### src/rtl/rvfi_pkg.sv
// rtl/rvfi_pkg.sv - shared types for the RVFI commit tracker
package rvfi_pkg;

  // Fields of one instruction retiring from the writeback stage
  typedef struct packed {
    logic [31:0] inst;
    logic [31:0] pc_rdata;
    logic [31:0] pc_wdata;
    logic [4:0]  rs1_addr;
    logic [4:0]  rs2_addr;
    logic [31:0] rs1_rdata;
    logic [31:0] rs2_rdata;
    logic [4:0]  rd_addr;
    logic [31:0] rd_wdata;
    logic        load_regfile;
    logic [31:0] mem_addr;
    logic [3:0]  mem_rmask;
    logic [3:0]  mem_wmask;
    logic [31:0] mem_rdata;
    logic [31:0] mem_wdata;
  } wb_commit_t;

  typedef enum logic {
    RUN    = 1'b0,
    HALTED = 1'b1
  } tracker_state_t;

  // RVFI requires rd fields to read as zero when no register is written
  // (no regfile write, or a write aimed at x0).
  function automatic wb_commit_t sanitize_commit(wb_commit_t f);
    wb_commit_t r;
    r = f;
    if (!f.load_regfile || (f.rd_addr == 5'd0)) begin
      r.rd_addr  = 5'd0;
      r.rd_wdata = 32'd0;
    end
    return r;
  endfunction

endpackage

### src/rtl/sat_counter.sv
// rtl/sat_counter.sv - saturating up-counter with synchronous clear
module sat_counter #(
  parameter int WIDTH = 16,
  parameter int LIMIT = 1024
) (
  input  logic             clk,
  input  logic             rst,
  input  logic             clr,
  input  logic             inc,
  output logic [WIDTH-1:0] count
);

  localparam logic [WIDTH-1:0] LIM = WIDTH'(LIMIT);

  // Clear wins over increment; increments stop once the limit is reached
  always_ff @(posedge clk or posedge rst) begin
    if (rst) begin
      count <= '0;
    end else if (clr) begin
      count <= '0;
    end else if (inc && (count != LIM)) begin
      count <= count + 1'b1;
    end
  end

endmodule

### src/rtl/rvfi_commit_tracker.sv
// rtl/rvfi_commit_tracker.sv - registers writeback retirements into RVFI commits with halt/continuity/stall monitors
module rvfi_commit_tracker
  import rvfi_pkg::*;
#(
  parameter int HALT_REPEAT = 2,
  parameter int IDLE_LIMIT  = 1024
) (
  input  logic        clk,
  input  logic        rst,
  input  logic        wb_valid,
  input  wb_commit_t  wb_fields,
  output logic        commit,
  output logic [63:0] order,
  output wb_commit_t  fields,
  output logic        halt,
  output logic        pc_err,
  output logic [63:0] pc_err_order,
  output logic        stall
);

  localparam int              IDLE_W   = $clog2(IDLE_LIMIT + 1);
  localparam logic [IDLE_W-1:0] IDLE_LIM = IDLE_W'(IDLE_LIMIT);
  localparam logic [3:0]      HALT_CNT = 4'(HALT_REPEAT);

  tracker_state_t    state;
  logic              accept;
  logic              self_loop;
  logic [3:0]        loop_cnt;
  logic [3:0]        loop_inc;
  logic [63:0]       order_cnt;
  logic              first;
  logic [IDLE_W-1:0] idle_cnt;

  assign accept    = wb_valid && (state == RUN);
  assign self_loop = (wb_fields.pc_wdata == wb_fields.pc_rdata);
  assign loop_inc  = loop_cnt + 4'd1;

  // Commit pipeline: one-cycle registered copy of the retiring instruction.
  // order_cnt is the index the next commit will carry; wraps naturally.
  always_ff @(posedge clk or posedge rst) begin
    if (rst) begin
      commit    <= 1'b0;
      order     <= 64'd0;
      order_cnt <= 64'd0;
      fields    <= '0;
    end else begin
      commit <= accept;
      if (accept) begin
        order     <= order_cnt;
        order_cnt <= order_cnt + 64'd1;
        fields    <= sanitize_commit(wb_fields);
      end
    end
  end

  // Halt FSM: count consecutive self-loop commits, halt when the run completes
  always_ff @(posedge clk or posedge rst) begin
    if (rst) begin
      state    <= RUN;
      halt     <= 1'b0;
      loop_cnt <= 4'd0;
    end else begin
      case (state)
        RUN: begin
          if (accept) begin
            if (self_loop) begin
              loop_cnt <= loop_inc;
              if (loop_inc == HALT_CNT) begin
                state <= HALTED;
                halt  <= 1'b1;
              end
            end else begin
              loop_cnt <= 4'd0;
            end
          end
        end
        HALTED: begin
          halt <= 1'b1;
        end
        default: begin
          state <= RUN;
        end
      endcase
    end
  end

  // PC continuity: the previous commit's pc_wdata is still held in fields,
  // since sanitising never touches the PC fields.
  always_ff @(posedge clk or posedge rst) begin
    if (rst) begin
      first        <= 1'b1;
      pc_err       <= 1'b0;
      pc_err_order <= 64'd0;
    end else if (accept) begin
      first <= 1'b0;
      if (!first && (wb_fields.pc_rdata != fields.pc_wdata)) begin
        pc_err <= 1'b1;
        if (!pc_err) begin
          pc_err_order <= order_cnt;
        end
      end
    end
  end

  sat_counter #(
    .WIDTH (IDLE_W),
    .LIMIT (IDLE_LIMIT)
  ) u_idle_cnt (
    .clk   (clk),
    .rst   (rst),
    .clr   (accept),
    .inc   (1'b1),
    .count (idle_cnt)
  );

  assign stall = (idle_cnt == IDLE_LIM) && (state == RUN);

endmodule

### config.mk
export PLATFORM = sky130hd
export DESIGN_NAME = rvfi_commit_tracker
export DESIGN_NICKNAME = d
export VERILOG_FILES = /design/src/rtl/rvfi_pkg.sv /design/src/rtl/sat_counter.sv /design/src/rtl/rvfi_commit_tracker.sv
export SDC_FILE = /design/constraint.sdc
export NUM_CORES = 1
export LEC_CHECK = 0
export BUFFER_PORTS_ARGS = -buffer_cell sky130_fd_sc_hd__buf_2
export CAP_MARGIN = 20
export CELL_PAD_IN_SITES_DETAIL_PLACEMENT = 0
export CELL_PAD_IN_SITES_GLOBAL_PLACEMENT = 1
export CORE_AREA = 8 8 293 295
export CTS_CLUSTER_SIZE = 12
export DETAILED_ROUTE_END_ITERATION = 12
export DIE_AREA = 0 0 301 303
export PLACE_DENSITY = 0.7
export SYNTH_ARGS = -nofsm -noshare
export SYNTH_HDL_FRONTEND = slang
export SYNTH_SLANG_ARGS = --single-unit
### constraint.sdc
create_clock -name clk -period 16.5 [get_ports clk]
set_input_delay 0.825 -clock clk [delete_from_list [all_inputs] [get_ports clk]]
set_output_delay 0.825 -clock clk [all_outputs]
set_load 0.01 [all_outputs]
==> results of run 1 <==
worst paths after layout:
path,to,cells past startpoint,slack (ns)
min in group clk,fields[71],3,0.40
max reg2reg,pc_err_order[10],6,13.34
min,fields[303],2,0.34
min reg2reg,fields[137],2,0.46
max,fields[2],6,12.51
max in group clk,pc_err_order[10],6,13.34
logic make-up (layout without fill, tap and decap cells):
family	after synthesis	after routing	share of synthesized area, %
AOI/OAI and AO/OA	52	52	1.93
xor gates and xnor gates	138	138	5.79
adders and majority gates	5	5	0.299
buffers and inverters	122	893	2.44
DFF	524	524	62.8
muxes	64	64	3.45
other	0	16	0
and+or+nand+nor	1206	1206	23.3
registers in the layout, summed over array words and instances (netlist names), 4 cells and up:
register	flops
fields	312
loop_cnt	4
order	64
order_cnt	64
pc_err_order	64
u_idle_cnt.count	11
metal layers:
| metal | up-vias | routed length [microns] |
|---|---|---|
| met5 | - | 83 |
| met4 | 14 | 1980 |
| met3 | 123 | 6150 |
| met2 | 544 | 37900 |
| met1 | 8211 | 32400 |
| li1 | 8149 | - |
stage by stage:
step,setup slack (ns),hold WS (ns),cells,power [uW],util [%]
global route,11.79,0.365,3962,2800,34.2
global placement,11.50,0.446,3846,1400,31.7
floorplan,1.04,0.459,2111,1340,-
finish,12.51,0.342,3968,2690,34.2
CTS,12.16,0.347,3951,2740,34.1
detailed placement,11.50,0.455,3846,1400,31.7
synthesized netlist by cell type:
| library cell | instances | share of area [%] |
|---|---|---|
| nor4_2 | 1 | 0.060 |
| nand2_1 | 1052 | 19 |
| nand4_4 | 3 | 0.31 |
| nor4_4 | 1 | 0.10 |
| a22o_1 | 32 | 1.3 |
| o21ai_4 | 1 | 0.078 |
| and2_1 | 2 | 0.060 |
| o31ai_1 | 2 | 0.072 |
| xor2_1 | 58 | 2.4 |
| nand2b_1 | 1 | 0.030 |
| mux2_1 | 6 | 0.32 |
| dfstp_2 | 1 | 0.13 |
| xnor2_1 | 80 | 3.4 |
| o22ai_1 | 1 | 0.030 |
| ha_1 | 5 | 0.30 |
| nand4_1 | 31 | 0.93 |
| or3_1 | 1 | 0.030 |
| buf_2 | 3 | 0.072 |
| o311ai_0 | 1 | 0.042 |
| nand3b_1 | 1 | 0.036 |
| inv_2 | 1 | 0.018 |
| mux2_2 | 58 | 3.1 |
| buf_1 | 12 | 0.22 |
| buf_6 | 6 | 0.32 |
| a31oi_1 | 2 | 0.060 |
| a21oi_1 | 3 | 0.072 |
| dfrtp_1 | 523 | 63 |
| nor3_1 | 16 | 0.38 |
| and3_1 | 12 | 0.36 |
| nor2b_1 | 2 | 0.060 |
| nor4_1 | 15 | 0.45 |
| and4_1 | 3 | 0.13 |
| o21ai_0 | 10 | 0.24 |
| nor2_1 | 30 | 0.54 |
| clkbuf_1 | 80 | 1.4 |
| clkbuf_2 | 3 | 0.072 |
| and4b_1 | 1 | 0.048 |
| inv_1 | 17 | 0.31 |
| nor4b_4 | 1 | 0.11 |
| nand3_1 | 33 | 0.79 |
worst max-delay path, delay by kind of cell:
family | cells | cell delay [ns]
buffers and inverters | 6 | 3.58
layout make-up:
type | count | area [sq um]
timing repair buffer | 770 | 3930
tap | 1070 | 1340
multi-input combinational | 1465 | 7300
inverter | 18 | 82.6
antenna | 16 | 40.0
fill | 8478 | 53400
sequential | 524 | 13100
clock buffer | 81 | 1700
clock inverter | 24 | 234
power groups by stage:
stage / Clock (uW) / Sequential, uW / Combinational, uW
global route: 1410 / 1280 / 97.7
floorplan: 0 / 1310 / 29.5
global placement: 0 / 1310 / 88.9
finish: 1320 / 1290 / 86.6
CTS: 1360 / 1280 / 89.8
detailed placement: 0 / 1310 / 89.4
==> summary.md, run 1 <==
| Metric | Value |
|---|---|
| Drt pass-1 iters | `5` |
| Post-synthesis instance area | `around 21,000 sq um` |
| Maximum number of pins on one net before global-route repair | `about 190` |
| Synthesized flop and latch total | `roughly 520` |
| Switching portion of total power | `between 20% and 30%` |
| Final min period | `around 4.0 ns` |
| Reg-to-Reg Start | `fields[227]` |
| Worst min-delay path class | `in -> async` |
| Post-CTS resize count | `0` |
| Final instance area | `~28,000 sq um` |
| Worst endpoint required time | `about 17 ns` |
| Grt ovf | `0` |
| Post-CTS setup-driven buffer insertion count | `0` |
| Cell at the slowest stage of the critical path | `buf_4` |
| Warning count from the yosys run | `0` |
| Clock sink count | `between 500 and 600` |
| Placed Area | `roughly 26,000 sq um` |
| Area grow syn2layout | `32.8%` |
| Element type at the critical path start | `primary input` |
| Number of distinct library cells after synthesis | `40` |
| Setup violation total in the final timing report | `0` |
| Pint | `2090 uW` |
| Count of antenna-violating nets left after detailed routing | `0` |
| Highest fanout seen on the critical path | `148` |
| Clock tree from TritonCTS | `built` |
| Post-route clock period utilization | `~24%` |
| Clk Tree Root Cell | `clkbuf_16` |
| Post-Syn Area per Cell | `approximately 9.9 sq um` |
| Number of cell rows | `approximately 110` |
| Hold violation total from the final report | `0` |
| Busiest layer in global routing | `met2` |
| Starting density of the core | `about a quarter` |
| Register share of total power | `between 40 and 50%` |
| Worst Path Arrival | `roughly 4.6 ns` |
| Core region area | `around 81,000 sq um` |
| Endpoint class of the critical path | `asynchronous set/reset pin` |
| Fin. max-slew vios | `0` |
| Class of the most critical setup path | `in -> async` |
| Gate Count Post-Synth | `2,111` |
| Number of buffers added by the clock tree synthesis step | `59` |
| Switching power summed over all nets | `slightly above 600 uW` |
| Global-route wire length before repair | `roughly 110,000 microns` |
| Height of the chip | `a little over 300 microns` |
| Total number of vias | `around 17,000` |
| Delay of the slowest cell on the worst path | `~0.86 ns` |
| Via count of the first global-routing pass | `17,600` |
| GR Util met1 | `between 20% and 30%` |
| Actual slew at the worst max-slew pin | `between 1 and 1.5 ns` |
| Post-synthesis net count | `about 2,400` |
| Leading cell types in the layout, fill and taps excluded | `1,051 x nand2_1, 758 x buf_2, 523 x dfrtp_1` |
| Number of buffers added on ports | `758` |
| Met3 global-route usage | `5.61%` |
| Die Span X | `~300 microns` |
| RSZ-0062 raised after global routing | `no` |
| Number of buffers added to fix hold violations after cts | `0` |
| Result of the run | `finished, final reports clean` |
| Deepest level of the CTS H-tree | `2` |
| RD Place Congestion | `approximately 0.84` |
| Initial DRC count | `1,221` |
| Comb pwr share | `3.2%` |
| Net count reported at finish | `between 3,000 and 4,000` |
| Area of the die | `~91,000 sq um` |
| DRC violation count after routing | `0` |
| Detailed placement HPWL | `between 50,000 and 60,000 microns` |
| Worst-case headroom to the max-slew limit | `a little over a quarter` |
| Power density over the cells | `slightly below 100 nW/um^2` |
| Worst-skew pair later-pin latency | `0.61 ns` |
| Worst setup path start | `rst` |
| Clock network power share | `49.1%` |
| Sum of routed wire length over all layers | `78,500 microns` |
| Proportion of layout cells with a drive suffix above 1 | `between 30 and 40%` |
| Number of top-level pins | `about 760` |
| Post-detailed-route wirelength per cell | `roughly 20 microns` |
| Drt via density | `between 4 and 5` |
| Leakage dissipation | `0.0163 uW` |
| Worst-case clock skew | `roughly 0.016 ns` |
| Highest achievable clock rate | `about 250 MHz` |
| Register area share after synthesis | `between 60% and 70%` |
| Ordered list of cells on the worst path | `buf_2, inv_8, buf_4, buf_12, buf_4, buf_4` |
| Gr usage total | `approximately 16%` |
| Met2 track utilization from global routing | `around a quarter` |
| Buffer depth of the longest clock path | `3` |
| Critical Path Most Common Cell | `buf_4` |
| Most common library cell in the layout ignoring fill and taps | `nand2_1` |
| Antenna violations before repair | `22` |
| Peak VDD IR | `0.0688 mV` |
| Maxcap violations | `0` |
| Summed negative setup slack over all endpoints | `0 ns` |
| Clock-pin slew on the worst setup and hold paths | `around 0.06 ns` |
Power figures use the tool's default switching activity.
==> run 2, diff against run 1 <==
--- a/config.mk
+++ b/config.mk
@@ -13,7 +13,7 @@
 export CTS_CLUSTER_SIZE = 12
 export DETAILED_ROUTE_END_ITERATION = 12
 export DIE_AREA = 0 0 301 303
-export PLACE_DENSITY = 0.7
+export PLACE_DENSITY = 0.67
 export SYNTH_ARGS = -nofsm -noshare
 export SYNTH_HDL_FRONTEND = slang
 export SYNTH_SLANG_ARGS = --single-unit
==> constraint.sdc (replaced) <==
create_clock -name clk -period 3.9 [get_ports clk]
set_input_delay 0.195 -clock clk [delete_from_list [all_inputs] [get_ports clk]]
set_output_delay 0.195 -clock clk [all_outputs]
set_load 0.01 [all_outputs]
==> run 2 against run 1 <==
Utilization is 4.1 points higher. Die area stayed put. Sequential cell count stayed put. Via count is 7.6% higher.
==> summary.md, run 2 (synthesis results as in run 1) <==
| Metric | Value |
|---|---|
| Clk Tree Root Cell | `clkbuf_16 (unchanged)` |
| Die Span X | `301 microns (unchanged)` |
| Worst-case clock skew | `0.0578 ns (was 0.0161 ns)` |
| Gr usage total | `17.1% (was 16.4%)` |
| Reg-to-Reg End | `fields[137] (was pc_err_order[10])` |
| Peak VDD IR | `0.345 mV (was 0.0688 mV)` |
| Ordered list of cells on the worst path | `inv_1, nand2_4, inv_8, buf_12, nand3_1, dlygate4sd3_1, nand2_1 (was buf_2, inv_8, buf_4, buf_12, buf_4, buf_4)` |
| Class of the most critical setup path | `reg -> reg (was in -> async)` |
| Count of antenna-violating nets left after detailed routing | `0 (unchanged)` |
| Via count of the first global-routing pass | `19,200 (was 17,600)` |
| Register-to-Register Path Depth | `7 (was 6)` |
| Grt ovf | `0 (unchanged)` |
| Worst-skew pair later-pin latency | `0.64 ns (was 0.61 ns)` |
| Proportion of layout cells with a drive suffix above 1 | `29.3% (was 32.5%)` |
| Antenna violations before repair | `5 (was 22)` |
| DRC violation count after routing | `0 (unchanged)` |
| Sum of routed wire length over all layers | `81,700 microns (was 78,500 microns)` |
| Delay of the slowest cell on the worst path | `0.59 ns (was 0.86 ns)` |
| Highest achievable clock rate | `a little under 400 MHz` |
| Maxcap violations | `0 (unchanged)` |
| Element type at the critical path start | `flip-flop (was primary input)` |
| Total number of vias | `18,300 (was 17,000)` |
| Highest fanout seen on the critical path | `162 (was 148)` |
| Power density over the cells | `383 nW/um^2 (was 97.1 nW/um^2)` |
| Post-CTS resize count | `0 (unchanged)` |
| Height of the chip | `303 microns (unchanged)` |
| Endpoint class of the critical path | `flip-flop (was asynchronous set/reset pin)` |
| Number of cell rows | `105 (unchanged)` |
| Clock sink count | `524 (unchanged)` |
| Initial DRC count | `924 (was 1,221)` |
| Worst path depth | `7 (was 6)` |
| Starting density of the core | `25.7% (unchanged)` |
| Worst Path Arrival | `3.07 ns (was 4.64 ns)` |
| Register bank with the most flops | `fields (unchanged)` |
| Number of top-level pins | `759 (unchanged)` |
| Buffer depth of the longest clock path | `3 (unchanged)` |
| Net count reported at finish | `3,486 (was 3,158)` |
| Cell at the slowest stage of the critical path | `dlygate4sd3_1 (was buf_4)` |
| Result of the run | `finished, final reports clean (unchanged)` |
| Final min period | `between 2 and 3 ns` |
| Worst setup path start | `state (was rst)` |
| Detailed placement HPWL | `59,000 microns (was 58,000 microns)` |
| Clock-pin slew on the worst setup and hold paths | `0.06 ns (about the same)` |
| Number of buffers added by the clock tree synthesis step | `59 (unchanged)` |
| Reg2Reg Setup Slack | `1.36 ns (was 13.34 ns)` |
| Area grow syn2layout | `48.8% (was 32.8%)` |
| Worst-case headroom to the max-slew limit | `33.4% (was 26.1%)` |
| Global-route wire length before repair | `122,000 microns (was 115,000 microns)` |
| Post-detailed-route wirelength per cell | `19.1 microns (was 19.8 microns)` |
| Total chip power | `11,900 uW (was 2690 uW)` |
| Actual slew at the worst max-slew pin | `0.999 ns (was 1.11 ns)` |
| Leakage dissipation | `0.0178 uW (was 0.0163 uW)` |
| Reg-to-Reg Start | `state (was fields[227])` |
| Worst min-delay path class | `in -> async (unchanged)` |
| Post-route clock period utilization | `about two thirds` |
| Filler-free cell count of the finished design | `4,289 (was 3,968)` |
| Deepest level of the CTS H-tree | `2 (unchanged)` |
| RD Place Congestion | `0.821 (was 0.841)` |
| Fin. max-slew vios | `0 (unchanged)` |
| Cell family with the largest share of critical-path delay | `buffers and inverters (unchanged)` |
| Maximum number of pins on one net before global-route repair | `163 (was 191)` |
| Drt pass-1 iters | `5 (unchanged)` |
| Critical path buffers and inverters | `4 (was 6)` |
| Drt via density | `4.27 (was 4.29)` |
| Clock tree from TritonCTS | `built (unchanged)` |
| Worst endpoint required time | `4.43 ns (was 17.15 ns)` |
| Core region area | `81,200 sq um (unchanged)` |
| Number of buffers added on ports | `758 (unchanged)` |
| Hold violation total from the final report | `0 (unchanged)` |
| Setup violation total in the final timing report | `0 (unchanged)` |
| Largest register FFs | `312 (unchanged)` |
| Placed Cells incl. Taps | `3,856 (was 3,846)` |
| Most common library cell in the layout ignoring fill and taps | `nand2_1 (unchanged)` |
| Leading cell types in the layout, fill and taps excluded | `1,051 x nand2_1, 758 x buf_2, 523 x dfrtp_1 (unchanged)` |
| Number of buffers added to fix hold violations after cts | `319 (was 0)` |
| Worst setup path endpoint | `fields[137] (was fields[2])` |
| Area of the die | `91,200 sq um (unchanged)` |
| RSZ-0062 raised after global routing | `no (unchanged)` |
| Post-CTS setup-driven buffer insertion count | `0 (unchanged)` |
[run 2: changes by cell type in the layout (fill, tap and decap cells not counted), moves of 4 or more]
cell           previous run  this run
diode_2                  16         4
dlygate4sd3_1             0       319
clkbuf_1                 10        18
clkinvlp_4                5         1
buf_4                     8        14
[run 2: cell type report]
class                      instances  area (sq um)
tap                             1070          1340
timing repair buffer            1098          7230
fill                            8245         50100
clock inverter                    21           332
sequential                       524         13100
inverter                          18          78.8
antenna                            4          10.0
multi-input combinational       1465          7280
clock buffer                      89          1710
[run 2: worst min path at each step]
stage                 startpoint     endpoint  slack, ns
finish                       rst  fields[210]       0.12
global route                 rst  fields[205]       0.09
CTS                          rst  fields[210]       0.07
detailed placement           rst  fields[210]       0.22
global placement             rst  fields[210]       0.22
floorplan           wb_fields[0]    fields[0]       0.30
[run 2: worst register-to-register path: cells and delay by family (launching register included)]
family / cells / cell delay (ns)
buffers and inverters: 4 / 1.44
flip-flops: 1 / 0.39
AND/OR/NAND/NOR: 3 / 0.60
[run 2: routing by layer]
layer	part of all wire, %	track usage [%]	vias up
met4	3.3	5.52	2
li1	-	-	8786
met5	0.016	0	-
met2	48	28.2	555
met1	41	21.1	8839
met3	7.7	5.46	146
[run 2: power by group]
part	internal [uW]	leakage, uW	switching [uW]
logic	361	0.00950	284
registers	5440	0.00727	0
clock network	3440	0.00100	2390
[run 2: per-stage QoR]
stage / hold slack (ns) / setup TNS [ns] / worst slack (ns) / area (sq um) / utilization (%)
floorplan: 0.300 / -1787.13 / -3.41 / 20900 / -
global placement: 0.220 / 0 / 1.46 / 25800 / 31.8
detailed placement: 0.219 / 0 / 1.45 / 25800 / 31.8
CTS: 0.0654 / 0 / 1.32 / 31100 / 38.3
global route: 0.0930 / 0 / 1.12 / 31100 / 38.3
finish: 0.119 / 0 / 1.36 / 31100 / 38.3
==> run 3, diff against run 2 <==
==> constraint.sdc (replaced) <==
create_clock -name clk -period 2.5 [get_ports clk]
set_input_delay 0.125 -clock clk [delete_from_list [all_inputs] [get_ports clk]]
set_output_delay 0.125 -clock clk [all_outputs]
set_load 0.01 [all_outputs]
==> run 3 against run 2 <==
The run now ends with hold timing left. First-iteration DRC count up 19%. Sequential power is 56% higher. Fmax up 11%. Clock-buffer cell count down 1. Clock skew is 0.025 ns lower.
==> summary.md, run 3 (synthesis results as in run 1) <==
| Metric | Value |
|---|---|
| Height of the chip | `303 microns (unchanged)` |
| Switching portion of total power | `22.7% (was 22.5%)` |
| Switching power summed over all nets | `4170 uW (was 2680 uW)` |
| Net count reported at finish | `3,504 (was 3,486)` |
| Starting density of the core | `25.7% (unchanged)` |
| Clock tree from TritonCTS | `built (unchanged)` |
| Antenna violations before repair | `7 (was 5)` |
| Count of antenna-violating nets left after detailed routing | `0 (unchanged)` |
| Maxcap violations | `0 (unchanged)` |
| Post-CTS setup-driven buffer insertion count | `0 (unchanged)` |
| Core region area | `81,200 sq um (unchanged)` |
| Gr usage total | `17.1% (about the same)` |
| Leading cell types in the layout, fill and taps excluded | `1,051 x nand2_1, 758 x buf_2, 523 x dfrtp_1 (unchanged)` |
| Highest fanout seen on the critical path | `16 (was 162)` |
| Number of cell rows | `105 (unchanged)` |
| Delay of the slowest cell on the worst path | `0.40 ns (was 0.59 ns)` |
| Fin. max-slew vios | `0 (unchanged)` |
| Final min period | `2.29 ns (was 2.54 ns)` |
| Endpoint class of the critical path | `flip-flop (unchanged)` |
| Critical Path Most Common Cell | `buf_12` |
| Pint | `14,200 uW (was 9240 uW)` |
| Peak VDD IR | `0.549 mV (was 0.345 mV)` |
| Worst-skew pair later-pin latency | `0.64 ns (about the same)` |
| Clock network power share | `48.3% (was 48.9%)` |
| Post-detailed-route wirelength per cell | `18.9 microns (was 19.1 microns)` |
| Worst Path Arrival | `2.78 ns (was 3.07 ns)` |
| Worst min-delay path class | `in -> reg (was in -> async)` |
| Number of buffers added by the clock tree synthesis step | `60 (was 59)` |
| Via count of the first global-routing pass | `19,400 (was 19,200)` |
| Global-route wire length before repair | `122,000 microns (about the same)` |
| Class of the most critical setup path | `reg -> reg (unchanged)` |
| Initial DRC count | `1,098 (was 924)` |
| Deepest level of the CTS H-tree | `2 (unchanged)` |
| Number of buffers added on ports | `758 (unchanged)` |
| RD Place Congestion | `0.815 (was 0.821)` |
| Cell at the slowest stage of the critical path | `dfrtp_1 (was dlygate4sd3_1)` |
| Proportion of layout cells with a drive suffix above 1 | `30.0% (was 29.3%)` |
| Setup violation total in the final timing report | `0 (unchanged)` |
| Post-route clock period utilization | `91.5% (was 65.1%)` |
| Total chip power | `18,400 uW (was 11,900 uW)` |
| Clock-pin slew on the worst setup and hold paths | `0.06 ns (about the same)` |
| DRC violation count after routing | `0 (unchanged)` |
| Actual slew at the worst max-slew pin | `1.03 ns (was 0.999 ns)` |
| Number of top-level pins | `759 (unchanged)` |
| Most common library cell in the layout ignoring fill and taps | `nand2_1 (unchanged)` |
| Final Hold Slack | `-0.0104 ns (was 0.119 ns)` |
| Grt ovf | `0 (unchanged)` |
| Leakage dissipation | `0.0179 uW (was 0.0178 uW)` |
| Total number of vias | `18,300 (about the same)` |
| Drt pass-1 iters | `5 (unchanged)` |
| Drt via density | `4.26 (was 4.27)` |
| Power density over the cells | `587 nW/um^2 (was 383 nW/um^2)` |
| Utilization of the core after routing | `38.6% (was 38.3%)` |
| Detailed placement HPWL | `59,700 microns (was 59,000 microns)` |
| Clk Tree Root Cell | `clkbuf_16 (unchanged)` |
| Buffer depth of the longest clock path | `3 (unchanged)` |
| Register bank with the most flops | `fields (unchanged)` |
| Clock sink count | `524 (unchanged)` |
| Die Span X | `301 microns (unchanged)` |
| Register share of total power | `46.1% (was 45.6%)` |
| Result of the run | `complete, but fails checks (was finished, final reports clean)` |
| Ordered list of cells on the worst path | `xor2_1, nor4_1, nand4_1, o21ai_4, buf_12, buf_12, mux2_2 (was inv_1, nand2_4, inv_8, buf_12, nand3_1, dlygate4sd3_1, nand2_1)` |
| Area grow syn2layout | `50.0% (was 48.8%)` |
| Sum of routed wire length over all layers | `81,200 microns (was 81,700 microns)` |
| Highest achievable clock rate | `437 MHz (was 394 MHz)` |
| Comb pwr share | `5.6% (was 5.4%)` |
| Largest register FFs | `312 (unchanged)` |
| Hold violation total from the final report | `1 (was 0)` |
| Maximum number of pins on one net before global-route repair | `161 (was 163)` |
| Worst-case headroom to the max-slew limit | `31.6% (was 33.4%)` |
| Worst endpoint required time | `2.99 ns (was 4.43 ns)` |
| Area of the die | `91,200 sq um (unchanged)` |
| Element type at the critical path start | `flip-flop (unchanged)` |
| Worst-case clock skew | `0.0327 ns (was 0.0578 ns)` |
| RSZ-0062 raised after global routing | `no (unchanged)` |
| Violations in the final reports | `hold timing` |
## run 3: layout make-up
type	count	area [sq um]
well taps	1070	1340
flip-flops and latches	524	13100
diodes	4	10.0
fillers	8151	49900
clock inverters	22	244
inverters	18	78.8
multi-input cells	1465	7290
repair buffers	1115	7480
clock buffers	88	1780
## run 3: per-stage QoR
| stage | std cells | instance area [sq um] | setup slack, ns | TNS (ns) |
|---|---|---|---|---|
| after floorplan | 2111 | 20900 | -4.74 | -2484.05 |
| after global placement | 3874 | 26100 | 0.0541 | 0 |
| after detailed placement | 3874 | 26100 | 0.122 | 0 |
| after CTS | 4302 | 31300 | 0.0113 | 0 |
| after global routing | 4304 | 31300 | 0.0553 | 0 |
| final | 4306 | 31300 | 0.213 | 0 |
## run 3: worst paths after layout
| path | startpoint | to | slack (ns) | cells past startpoint |
|---|---|---|---|---|
| setup / recovery | fields[222] | pc_err_order[58] | 0.21 | 7 |
| hold / removal | wb_fields[104] | fields[104] | -0.01 | 3 |
| setup reg to reg | fields[222] | pc_err_order[58] | 0.21 | 7 |
| hold reg to reg | fields[141] | fields[141] | 0.46 | 2 |
| max in group asynchronous | rst | fields[310] | 1.47 | 4 |
| min in group asynchronous | rst | pc_err_order[37] | 0.06 | 3 |
## run 3: layer usage
metal	wire length [microns]	up-vias	GRT usage (%)	share of wire [%]
met2	39400	560	28.4	49
met5	13	-	0	0.016
li1	-	8832	-	-
met4	2720	2	5.69	3.3
met1	33300	8822	21.2	41
met3	5800	133	5.01	7.1
## run 3: critical path, delay by kind of cell (launching register included)
kind	cells	cell delay (ns)
flip-flops	1	0.40
AND/OR/NAND/NOR	2	0.66
XOR/XNOR	1	0.17
buffers and inverters	2	0.33
multiplexers	1	0.34
AO/OA/AOI/OAI	1	0.22
## run 3: what timing repair did
action / in CTS / in global routing
setup endpoints to repair: 0 / 54
gates resized for setup: 0 / 2
hold endpoints to repair: 435 / 0
hold buffers: 318 / 0
## run 3: power groups by stage
| stage | Combinational [uW] | Clock [uW] | Sequential (uW) |
|---|---|---|---|
| after global placement | 624 | 0 | 8640 |
| after CTS | 1050 | 9180 | 8480 |
| after global routing | 1120 | 9500 | 8480 |
| final | 1020 | 8880 | 8480 |
| after detailed placement | 625 | 0 | 8640 |
| after floorplan | 196 | 0 | 8650 |
